**config.mk**
```make
export PLATFORM = sky130hd
export DESIGN_NAME = iir_mac_accum_p3_flat
export DESIGN_NICKNAME = d
export VERILOG_FILES = /design/src/rtl/iir_mac_accum_p3_if.sv /design/src/rtl/iir_mac_accum_p3.sv /design/src/flat_wrapper.sv
export SDC_FILE = /design/constraint.sdc
export NUM_CORES = 1
export LEC_CHECK = 0
export CORE_MARGIN = 2
export CORE_UTILIZATION = 55
export DETAILED_ROUTE_END_ITERATION = 10
export PLACE_DENSITY = 0.73
export SETUP_SLACK_MARGIN = 0.5
export SYNTH_ARGS = -nofsm -noshare
export SYNTH_HDL_FRONTEND = slang
export SYNTH_SLANG_ARGS = --single-unit
```
**constraint.sdc**
```tcl
create_clock -name CLK -period 9.55 [get_ports CLK]
set_clock_uncertainty 0.1 [all_clocks]
set_input_delay 0.955 -clock CLK [delete_from_list [all_inputs] [get_ports CLK]]
set_output_delay 0.955 -clock CLK [all_outputs]
set_load 0.02 [all_outputs]
```
**src/rtl/iir_mac_accum_p3_if.sv**
```systemverilog
// Beat/result bundle between the IIR term sequencer and the pipelined MAC.
// The master drives framed (a, b) beats; the slave returns saturated sums and status.
interface iir_mac_accum_p3_if #(
  parameter int DataWidth  = 16,
  parameter int CoefWidth  = 16,
  parameter int WordLength = 32
);
  logic                         in_valid;
  logic                         in_first;
  logic                         in_last;
  logic signed [DataWidth-1:0]  a;
  logic signed [CoefWidth-1:0]  b;
  logic signed [WordLength-1:0] y;
  logic                         y_valid;
  logic                         ovf;
  logic                         err;
  logic                         busy;

  modport master (
    output in_valid, in_first, in_last, a, b,
    input  y, y_valid, ovf, err, busy
  );

  modport slave (
    input  in_valid, in_first, in_last, a, b,
    output y, y_valid, ovf, err, busy
  );
endinterface

```
**src/rtl/iir_mac_accum_p3.sv**
```systemverilog
// Pipelined signed multiply-accumulate for one IIR output: registered inputs, product,
// framed accumulation with a term-count guard, then saturation to WordLength.
module iir_mac_accum_p3 #(
  parameter int DataWidth  = 16,
  parameter int CoefWidth  = 16,
  parameter int GuardBits  = 4,
  parameter int WordLength = 32,
  parameter int MaxTerms   = 8
) (
  input logic              CLK,
  input logic              RESET,
  input logic              CE,
  iir_mac_accum_p3_if.slave bus
);
  localparam int ProdW = DataWidth + CoefWidth;
  localparam int AccW  = ProdW + GuardBits;
  localparam int CntW  = $clog2(MaxTerms + 1);
  localparam logic [CntW-1:0] MaxCnt = CntW'(MaxTerms);

  typedef enum logic {IDLE, ACCUM} state_t;

  // Input capture
  logic                        s0_valid, s0_first, s0_last;
  logic signed [DataWidth-1:0] s0_a;
  logic signed [CoefWidth-1:0] s0_b;

  // Product stage
  logic                        s1_valid, s1_first, s1_last;
  logic signed [ProdW-1:0]     s1_p;

  // Accumulate stage
  state_t                      state, state_n;
  logic signed [AccW-1:0]      acc, acc_n, p_ext;
  logic [CntW-1:0]             cnt, cnt_n;
  logic                        s2_valid, s2_emit, s2_err;
  logic                        emit_n, err_n;

  // Saturation stage
  logic [WordLength-1:0]       y_n;
  logic                        clamp_n;

  always_ff @(posedge CLK) begin
    // NOTE: state registers use non-blocking assignments so every stage samples
    // the previous cycle's values regardless of statement order.
    if (RESET) begin
      s0_valid <= 1'b0;
      s0_first <= 1'b0;
      s0_last  <= 1'b0;
      s0_a     <= '0;
      s0_b     <= '0;
    end else if (CE) begin
      s0_valid <= bus.in_valid;
      s0_first <= bus.in_first;
      s0_last  <= bus.in_last;
      s0_a     <= bus.a;
      s0_b     <= bus.b;
    end
  end

  always_ff @(posedge CLK) begin
    if (RESET) begin
      s1_valid <= 1'b0;
      s1_first <= 1'b0;
      s1_last  <= 1'b0;
      s1_p     <= '0;
    end else if (CE) begin
      s1_valid <= s0_valid;
      s1_first <= s0_first;
      s1_last  <= s0_last;
      s1_p     <= s0_a * s0_b;
    end
  end

  assign p_ext = AccW'(s1_p);

  always_comb begin
    // NOTE: defaults first; any branch that skips an assignment keeps the current
    // register value instead of inferring a latch.
    state_n = state;
    acc_n   = acc;
    cnt_n   = cnt;
    emit_n  = 1'b0;
    err_n   = 1'b0;
    if (s1_valid) begin
      if (s1_first) begin
        // A first beat always restarts; inside an open sum that is a framing error.
        err_n = (state == ACCUM);
        acc_n = p_ext;
        cnt_n = CntW'(1);
        if (s1_last) begin
          emit_n  = 1'b1;
          state_n = IDLE;
          cnt_n   = '0;
        end else begin
          state_n = ACCUM;
        end
      end else if (state == IDLE) begin
        err_n = 1'b1;
      end else begin
        acc_n = acc + p_ext;
        if (cnt == MaxCnt) err_n = 1'b1;
        else               cnt_n = cnt + 1'b1;
        if (s1_last) begin
          emit_n  = 1'b1;
          state_n = IDLE;
          cnt_n   = '0;
        end
      end
    end
  end

  always_ff @(posedge CLK) begin
    if (RESET) begin
      state    <= IDLE;
      acc      <= '0;
      cnt      <= '0;
      s2_valid <= 1'b0;
      s2_emit  <= 1'b0;
      s2_err   <= 1'b0;
    end else if (CE) begin
      state    <= state_n;
      acc      <= acc_n;
      cnt      <= cnt_n;
      s2_valid <= s1_valid;
      s2_emit  <= emit_n;
      s2_err   <= err_n;
    end
  end

  if (AccW > WordLength) begin : g_clamp
    // In range only when every bit above the output sign bit matches it.
    logic [AccW-WordLength:0] top;
    assign top = acc[AccW-1:WordLength-1];
    always_comb begin
      clamp_n = !((&top) || !(|top));
      if (clamp_n)
        y_n = acc[AccW-1] ? {1'b1, {(WordLength-1){1'b0}}} : {1'b0, {(WordLength-1){1'b1}}};
      else
        y_n = acc[WordLength-1:0];
    end
  end else begin : g_extend
    assign y_n     = WordLength'(acc);
    assign clamp_n = 1'b0;
  end

  // err is delayed alongside the result so a beat's error and emit share a cycle.
  always_ff @(posedge CLK) begin
    if (RESET) begin
      bus.y       <= '0;
      bus.y_valid <= 1'b0;
      bus.ovf     <= 1'b0;
      bus.err     <= 1'b0;
    end else if (CE) begin
      bus.y_valid <= s2_emit;
      bus.err     <= s2_err;
      if (s2_emit) begin
        bus.y   <= y_n;
        bus.ovf <= clamp_n;
      end
    end
  end

  assign bus.busy = (state == ACCUM) | s0_valid | s1_valid | s2_valid;

endmodule

```
**src/flat_wrapper.sv**
```systemverilog
// flat-port wrapper written by rule: the top's interface ports become plain ports
module iir_mac_accum_p3_flat 
#(
  parameter int DataWidth  = 16,
  parameter int CoefWidth  = 16,
  parameter int GuardBits  = 4,
  parameter int WordLength = 32,
  parameter int MaxTerms   = 8
)
  (CLK, RESET, CE, bus_in_valid, bus_in_first, bus_in_last, bus_a, bus_b, bus_y, bus_y_valid, bus_ovf, bus_err, bus_busy);
  iir_mac_accum_p3_if #(.DataWidth(DataWidth), .CoefWidth(CoefWidth), .WordLength(WordLength)) bus_i ();
  input logic CLK;
  input logic RESET;
  input logic CE;
  input wire logic [$bits(bus_i.in_valid)-1:0] bus_in_valid;
  input wire logic [$bits(bus_i.in_first)-1:0] bus_in_first;
  input wire logic [$bits(bus_i.in_last)-1:0] bus_in_last;
  input wire logic [$bits(bus_i.a)-1:0] bus_a;
  input wire logic [$bits(bus_i.b)-1:0] bus_b;
  output wire logic [$bits(bus_i.y)-1:0] bus_y;
  output wire logic [$bits(bus_i.y_valid)-1:0] bus_y_valid;
  output wire logic [$bits(bus_i.ovf)-1:0] bus_ovf;
  output wire logic [$bits(bus_i.err)-1:0] bus_err;
  output wire logic [$bits(bus_i.busy)-1:0] bus_busy;
  assign bus_i.in_valid = bus_in_valid;
  assign bus_i.in_first = bus_in_first;
  assign bus_i.in_last = bus_in_last;
  assign bus_i.a = bus_a;
  assign bus_i.b = bus_b;
  assign bus_y = bus_i.y;
  assign bus_y_valid = bus_i.y_valid;
  assign bus_ovf = bus_i.ovf;
  assign bus_err = bus_i.err;
  assign bus_busy = bus_i.busy;
  iir_mac_accum_p3 #(.DataWidth(DataWidth), .CoefWidth(CoefWidth), .GuardBits(GuardBits), .WordLength(WordLength), .MaxTerms(MaxTerms)) u_core (.CLK(CLK), .RESET(RESET), .CE(CE), .bus(bus_i));
endmodule
```
## Word-level counts from Yosys, hierarchy flattened

Index checks and enable logic that the tools add are counted.

- Output and inout bits: 36
- Register bits after elaboration: 149
- Bits of input ports: 38

- Multiply operators: 1
- Bitwise gates (word level): 3
- $add $sub $neg: 2
- Mux-type cells: 20
- Reductions and logical operators: 10
- Equality and inequality tests: 2

Operators by type and width:

| cell | number |
|---|---|
| $mux W36 | 2 |
| $mux W32 | 2 |
| $add A36 B32 Y36 | 1 |
| $mul A16 B16 Y32 | 1 |
| $mux W4 | 4 |
| $mux W1 | 12 |
| $reduce_and A5 Y1 | 1 |
| $reduce_or A5 Y1 | 1 |
| $add A4 B1 Y4 const B | 1 |
| $eq A4 B4 Y1 const B | 1 |
| $reduce_and A2 Y1 | 2 |
| $reduce_and A4 Y1 | 1 |
| $ne A3 B1 Y1 const B | 1 |
| $or A1 B1 Y1 | 3 |
| $reduce_and A3 Y1 | 1 |
| $logic_not A1 Y1 | 2 |
| $reduce_bool A2 Y1 | 1 |
| $logic_or A1 B1 Y1 | 1 |

## Depth between registers and ports, before layout

Gate-level depths: netlist of the first run.

- Depth in word-level cells: 5
- Depth in mapped cells: 25

## Worst setup path after synthesis of the first run

No wires, ideal clock.

- Path kind: reg2reg
- From: reg u_core.s0_b[1]
- To: reg u_core.s1_p[31]
- Setup slack: 3.141 ns
- Cell stages (with the launch flop): 25
- Path buffers: 1
- Setup time: 0.070 ns
- Arrival time: 6.238 ns
- Data required time: 9.380 ns
- Cells stage by stage: dfxtp_1 > clkbuf_1 > nand2_1 > inv_1 > fa_1 > fa_1 > inv_1 > fa_1 > inv_1 > fa_1 > fa_1 > inv_1 > fa_1 > inv_1 > ha_1 > nand2_1 > nor2_1 > nand3_1 > nor4_1 > a21oi_1 > a31oi_1 > a41o_1 > nor2_1 > o32a_1 > a21oi_1

- Longest elaborated chain between the ends: 1

Ends and longest elaborated chain:

| what | RTL line | RTL |
|---|---|---|
| start: declaration | iir_mac_accum_p3.sv:25 | `logic signed [CoefWidth-1:0] s0_b;` |
| start signal: assignment | iir_mac_accum_p3.sv:56 | `s0_b <= bus.b;` |
| $mul A16 B16 Y32 | iir_mac_accum_p3.sv:70 | `s1_p <= s0_a * s0_b;` |
| end signal: assignment | iir_mac_accum_p3.sv:70 |  |
| end: declaration | iir_mac_accum_p3.sv:29 | `logic signed [ProdW-1:0] s1_p;` |

No other way between the ends.
A chain may end at the register's enable or synchronous reset.

## Worst setup path in the final report of the first run

Ends and elaborated chain as after synthesis.

==> flow_summary.json, run 1 <==
{
  "drcViolationCount": 0,
  "synth_cell_types": 73,
  "wire_per_inst_um": 17.1,
  "drv_cap": 0,
  "slowest_delay_ns": 0.83,
  "initial_utilization_pct": 56.1,
  "leakage_nw": 8.97,
  "postCtsSetupBuffers": 0,
  "slew_headroom_pct": 21.6,
  "whs_ns": 0.372,
  "n_fill_cell": 2676,
  "critPathTopFamily": "adder cells",
  "path_clk_slew_ns": 0.07,
  "reg2reg_depth": 23,
  "first_iter_violations": 982,
  "cts-root-buf": "clkbuf_16",
  "yosysWarnings": 0,
  "antenna_left": 0,
  "grt_max_degree": 85,
  "timing.final.max_slew_violations": 0,
  "powerDensity_nw_per_um2": 113,
  "hpwl_um": 30800,
  "criticalPathCategory": "reg2reg",
  "crit_arrival_ns": 7.40,
  "rsz0062_at_grt": "false",
  "diodes": 0,
  "cts_resized": 0,
  "crit_path_end_kind": "flip-flop",
  "syn-num-nets": 2374,
  "worst_slew_pin_slew_ns": 1.18,
  "gr-total-overflow": 0,
  "async_flop_share_pct": 0,
  "coreArea_um2": 30700,
  "synthFlopType": "dfxtp_1",
  "cts_hold_buf": 0,
  "fmax_mhz": 140,
  "path_common_cell": "fa_1",
  "min_period_ns": 7.14,
  "drive_above_1_share_pct": 3.04,
  "cp_num_cells": 23,
  "utilization_pct": 61.0,
  "clock_path_buffers": 2,
  "ys_seq_area_share_pct": 17.3,
  "timing.setup.tns_ns": 0,
  "antenna_found_initial": 0,
  "peakVddDrop_v": 0.000124,
  "hold_class": "reg2reg",
  "h-tree-depth": 4,
  "cpMaxStageDelayCell": "fa_1",
  "nNetsFinal": 2380,
  "dieArea_um2": 32800,
  "viasPerCell": 5.67,
  "path_max_fanout": 17,
  "outcome": "complete, no violations",
  "vias": 13432,
  "cts_buffers": 17,
  "syn_inst": 1954,
  "synth-seq-cells": 149,
  "hold_viol": 0,
  "finalSetupViolCount": 0,
  "cp-start-kind": "flip-flop",
  "grt_pass1_vias": 13987,
  "layout_worst_path_cycle_share_pct": 74.7,
  "drt_wl_total_um": 40400,
  "worst-path-buf-inv": 5,
  "crit_chain": "nand2_1 > inv_1 > fa_1 > fa_1 > inv_1 > fa_1 > inv_1 > fa_1 > fa_1 > inv_1 > fa_1 > inv_1 > ha_1 > nand2_1 > nor2_1 > nand3_1 > nor4_1 > a21oi_1 > a31oi_1 > a41o_1 > nor2_1 > o32a_1 > a21oi_1",
  "syn_to_final_growth_pct": 8.81,
  "grt_use_total_pct": 25.8,
  "synth.avg_cell_area_um2": 8.83,
  "cp.required_ns": 9.81,
  "instances_no_fill": 2368,
  "num_rows": 64,
  "dr.pass1.iters": 7,
  "dieWidth_um": 181,
  "dp.cells": 2336,
  "holdPathStages": 2,
  "syn_area_um2": 17200,
  "cts_tree": "yes",
  "portBuffers": 73,
  "gp_congestion": 0.900,
  "die_y_um": 181,
  "clock_latency_ns": 0.44,
  "cts_num_sinks": 149,
  "io_pins": 74,
  "power.total_mw": 2.12,
  "grt_pass1_wl_um": 68300,
  "synth_enable_flop_cells": 0
}
[sequential cells by signal (all words and copies together), names as in the netlist]
register,count
u_core.s0_b,16
u_core.s2_emit,1
u_core.bus.ovf,1
u_core.s2_valid,1
u_core.s2_err,1
u_core.s1_first,1
u_core.s0_last,1
u_core.s1_last,1
u_core.state,1
u_core.bus.err,1
u_core.s1_p,32
u_core.s0_valid,1
u_core.bus.y_valid,1
u_core.bus.y,32
u_core.cnt,4
u_core.s0_a,16
u_core.s0_first,1
u_core.acc,36
u_core.s1_valid,1
[routing by layer]
metal	global-route usage, %	up-vias	wire length (um)
met5	0	-	0
met4	9.69	0	1260
li1	-	6309	-
met1	32.8	6722	17000
met3	3.35	86	1740
met2	45.1	315	20400
[cells in the mapped netlist (5+ instances only)]
library cell / number / area [um^2]
xor2_1: 18 / 158
buf_1: 9 / 33.8
a311oi_1: 9 / 78.8
and2_1: 126 / 788
and3_1: 10 / 62.6
a21oi_1: 139 / 696
o21ai_0: 91 / 455
clkbuf_1: 83 / 312
a31oi_1: 7 / 43.8
o211ai_1: 12 / 90.1
ha_1: 119 / 1490
nor3_1: 12 / 60.1
o211a_1: 8 / 80.1
xnor2_1: 41 / 359
inv_1: 309 / 1160
nand2b_1: 18 / 113
o21a_1: 7 / 52.6
o21ai_1: 5 / 25.0
a21o_1: 23 / 173
a211oi_1: 18 / 135
dfxtp_1: 149 / 2980
nand2_1: 172 / 646
nor2b_1: 12 / 75.1
fa_1: 263 / 5270
nor2_1: 142 / 533
mux2i_1: 67 / 671
nand3_1: 16 / 80.1
[cell usage in the layout, fill, tap and decap left out, types with 4 or more instances in the layout]
cell,count
a211oi_1,18
a21o_1,23
a21oi_1,139
a311oi_1,9
a31oi_1,7
and2_1,126
and3_1,10
buf_4,8
clkbuf_16,17
clkdlybuf4s50_1,71
clkinv_4,4
dfxtp_1,148
fa_1,263
ha_1,119
inv_1,309
mux2i_1,67
nand2_1,172
nand2b_1,18
nand3_1,16
nor2_1,140
nor2b_1,12
nor3_1,12
o211a_1,8
o211ai_1,12
o21a_1,7
o21ai_0,91
o21ai_1,4
o21bai_1,4
or3_1,4
xnor2_1,41
xor2_1,18
[final cells by class]
type	instances	area, um^2	share of cell area (%)
inverters	309	1160	6.18
repair buffers	80	786	4.19
well taps	396	495	2.64
multi-input cells	1403	12800	68.0
flip-flops and latches	149	2980	15.9
clock inverters	13	151	0.807
clock buffers	18	429	2.29
[through the flow]
stage                     cell area, um^2  worst slack, ns
after floorplan                     17200             3.14
after global placement              18200             2.74
after detailed placement            18200             2.52
after CTS                           18800             2.46
after global routing                18800             1.91
final                               18800             2.41
[final timing paths]
| kind | startpoint | end | slack, ns |
|---|---|---|---|
| worst max-delay path | u_core.s0_b[1]$_SDFFE_PP0P_ | u_core.s1_p[31]$_SDFFE_PP0P_ | 2.41 |
| worst max register to register | u_core.s0_b[1]$_SDFFE_PP0P_ | u_core.s1_p[31]$_SDFFE_PP0P_ | 2.41 |
| worst min register to register | u_core.s2_valid$_SDFFE_PP0P_ | u_core.s2_valid$_SDFFE_PP0P_ | 0.37 |
| worst min-delay path | u_core.s2_valid$_SDFFE_PP0P_ | u_core.s2_valid$_SDFFE_PP0P_ | 0.37 |
[worst min-delay path: stages (launching register included)]
cell and delay, ns:
dfxtp_1 0.31, nand2b_1 0.06, a21oi_1 0.06
[where the power goes]
part	total (mW)	internal (mW)	leakage, nW	switching (mW)
Clock	0.675	0.387	0.275	0.288
Sequential	0.728	0.656	1.21	0.0727
Combinational	0.718	0.316	7.48	0.402
Total	2.12	1.36	8.97	0.763
[kinds of logic (layout without fill, tap and decap cells)]
| group | count (synthesis) | count (layout) | synth area share [%] |
|---|---|---|---|
| mux | 67 | 67 | 3.89 |
| fa+ha+maj | 382 | 382 | 39.2 |
| xor+xnor | 59 | 59 | 3.00 |
| simple gates | 529 | 529 | 14.5 |
| flops | 149 | 149 | 17.3 |
| buf+inv | 402 | 420 | 8.79 |
| compound gates | 366 | 366 | 13.3 |
Power figures use the tool's default switching activity.
==> run 2, diff against run 1 <==
==> constraint.sdc (replaced) <==
create_clock -name CLK -period 7.3 [get_ports CLK]
set_clock_uncertainty 0.1 [all_clocks]
set_input_delay 0.73 -clock CLK [delete_from_list [all_inputs] [get_ports CLK]]
set_output_delay 0.73 -clock CLK [all_outputs]
set_load 0.02 [all_outputs]
==> flow_summary.json, run 2 (synthesis gave the netlist of run 1 again) <==
{
  "diodes": 0,
  "timing.final.max_slew_violations": 0,
  "dieArea_um2": 32800,
  "worstHoldStart": "u_core.s2_valid$_SDFFE_PP0P_",
  "leakage_nw": 9.07,
  "cts_num_sinks": 149,
  "portBuffers": 73,
  "dr.pass1.iters": 5,
  "drcViolationCount": 0,
  "h-tree-depth": 4,
  "clock_path_buffers": 2,
  "largestRegisters": "u_core.acc: 36 flops, u_core.bus.y: 32 flops, u_core.s1_p: 32 flops",
  "gp_congestion": 0.915,
  "whs_ns": 0.373,
  "syn_to_final_growth_pct": 9.68,
  "grt_pass1_wl_um": 69700,
  "first_iter_violations": 794,
  "critPathTopFamily": "adder cells",
  "clock_latency_ns": 0.45,
  "cts-root-buf": "clkbuf_16",
  "layout_worst_path_cycle_share_pct": 89.0,
  "cp.required_ns": 7.54,
  "hpwl_um": 31900,
  "path_max_fanout": 16,
  "cts_buffers": 17,
  "dp_slack_ns": 0.515,
  "r2r-start": "u_core.s0_a[5]$_SDFFE_PP0P_",
  "top_register": "u_core.acc",
  "largest_reg_flops": 36,
  "regArea_um2": 3000,
  "gr-total-overflow": 0,
  "vias": 13520,
  "hold_viol": 0,
  "num_rows": 64,
  "antenna_found_initial": 0,
  "utilization_pct": 61.5,
  "cpMaxStageDelayCell": "dfxtp_1",
  "path_clk_slew_ns": 0.07,
  "wire_per_inst_um": 17.4,
  "nNetsFinal": 2400,
  "worst_slack_ns": 0.800,
  "grt_use_total_pct": 26.4,
  "n_fill_cell": 2666,
  "io_pins": 74,
  "crit_chain": "nand2_1 > fa_1 > inv_1 > fa_1 > inv_1 > fa_1 > inv_1 > fa_1 > fa_1 > inv_1 > fa_1 > inv_1 > ha_1 > a21o_1 > a21o_1 > a21oi_1 > nor2_1 > a21oi_1 > a31oi_2 > a21o_1 > a211o_1 > a22o_1",
  "coreArea_um2": 30700,
  "layout_commonest_cell": "inv_1",
  "die_y_um": 181,
  "crit_arrival_ns": 6.74,
  "grt_max_degree": 69,
  "multiInputGateArea_um2": 12800,
  "initial_utilization_pct": 56.1,
  "worst-path-buf-inv": 5,
  "path_common_cell": "fa_1",
  "drive_above_1_share_pct": 4.87,
  "dp.cells": 2354,
  "hold_class": "reg2reg",
  "worst_slew_pin_slew_ns": 1.16,
  "final_cell_mix": "inv_1 (309), fa_1 (261), nand2_1 (172)",
  "powerDensity_nw_per_um2": 146,
  "antenna_left": 0,
  "slowest_delay_ns": 0.71,
  "crit_path_end_kind": "flip-flop",
  "grt_pass1_vias": 14141,
  "min_period_ns": 6.50,
  "cts_tree": "yes",
  "finalSetupViolCount": 0,
  "dieWidth_um": 181,
  "timing.setup.tns_ns": 0,
  "peakVddDrop_v": 0.000188,
  "viasPerCell": 5.66,
  "outcome": "complete, no violations",
  "cp-start-kind": "flip-flop",
  "instances_no_fill": 2388,
  "drv_cap": 0,
  "slew_headroom_pct": 22.7,
  "drt_wl_total_um": 41400,
  "fmax_mhz": 154,
  "crit_start": "u_core.s0_a[5]$_SDFFE_PP0P_",
  "criticalPathCategory": "reg2reg",
  "rsz0062_at_grt": "false"
}
==> run 2: changes by cell type in the layout (fill, tap and decap cells not counted), sizes merged <==
cell,before,now
buf,9,29
inv,312,318
bufinv,2,0
clkinv,5,3
clkbuf,18,17
clkinvlp,3,2
==> run 2: metal layers <==
layer,vias up,share of wire [%],global-route usage [%]
li1,6323,-,-
met5,-,0,0
met2,323,51,46.7
met3,69,3.8,3.67
met4,0,2.7,8.03
met1,6805,43,33.5
==> run 2: timing repair <==
item,CTS,global route
pin swaps,0,2
setup endpoints to repair,1,6
hold buffers,0,0
setup buffers,0,3
resized for setup,1,15
==> run 2: final timing paths <==
check / to / slack, ns / cells past startpoint
hold / removal: u_core.s2_valid$_SDFFE_PP0P_ / 0.37 / 2
setup reg to reg: u_core.s1_p[29]$_SDFFE_PP0P_ / 0.80 / 22
hold reg to reg: u_core.s2_valid$_SDFFE_PP0P_ / 0.37 / 2
setup / recovery: u_core.s1_p[29]$_SDFFE_PP0P_ / 0.80 / 22
==> run 2: report_power, final <==
part	switching (mW)	total, mW	leakage [nW]	internal, mW
Clock	0.417	0.867	0.270	0.450
Combinational	0.542	0.963	7.58	0.421
Sequential	0.0833	0.941	1.22	0.858
==> run 2: area by class of cell <==
| cell class | count | area share, % |
|---|---|---|
| multi-input cells | 1403 | 67.5 |
| flip-flops and latches | 149 | 15.9 |
| inverters | 309 | 6.13 |
| repair buffers | 100 | 4.91 |
| well taps | 396 | 2.62 |
| clock buffers | 17 | 2.25 |
| clock inverters | 14 | 0.714 |
==> run 2: tightest hold or removal path, stage by stage (launching register included) <==
cell and delay, ns:
dfxtp_1 0.31, nand2b_1 0.06, a21oi_1 0.05
==> run 2: stage by stage <==
step           instance area, um^2  total power [mW]
2_1_floorplan                17200              1.65
3_3_place_gp                 18300              1.88
3_5_place_dp                 18300              1.91
4_1_cts                      18900              2.78
5_1_grt                      18900              2.94
6_report                     18900              2.77
==> run 3, diff against run 2 <==
--- a/config.mk
+++ b/config.mk
@@ -8,6 +8,7 @@
 export CORE_MARGIN = 2
 export CORE_UTILIZATION = 55
 export DETAILED_ROUTE_END_ITERATION = 10
+export GPL_ROUTABILITY_DRIVEN = 0
 export PLACE_DENSITY = 0.73
 export SETUP_SLACK_MARGIN = 0.5
 export SYNTH_ARGS = -nofsm -noshare
==> results of run 3 <==
No change in the layout: final DEF, timing and power equal those of run 2.
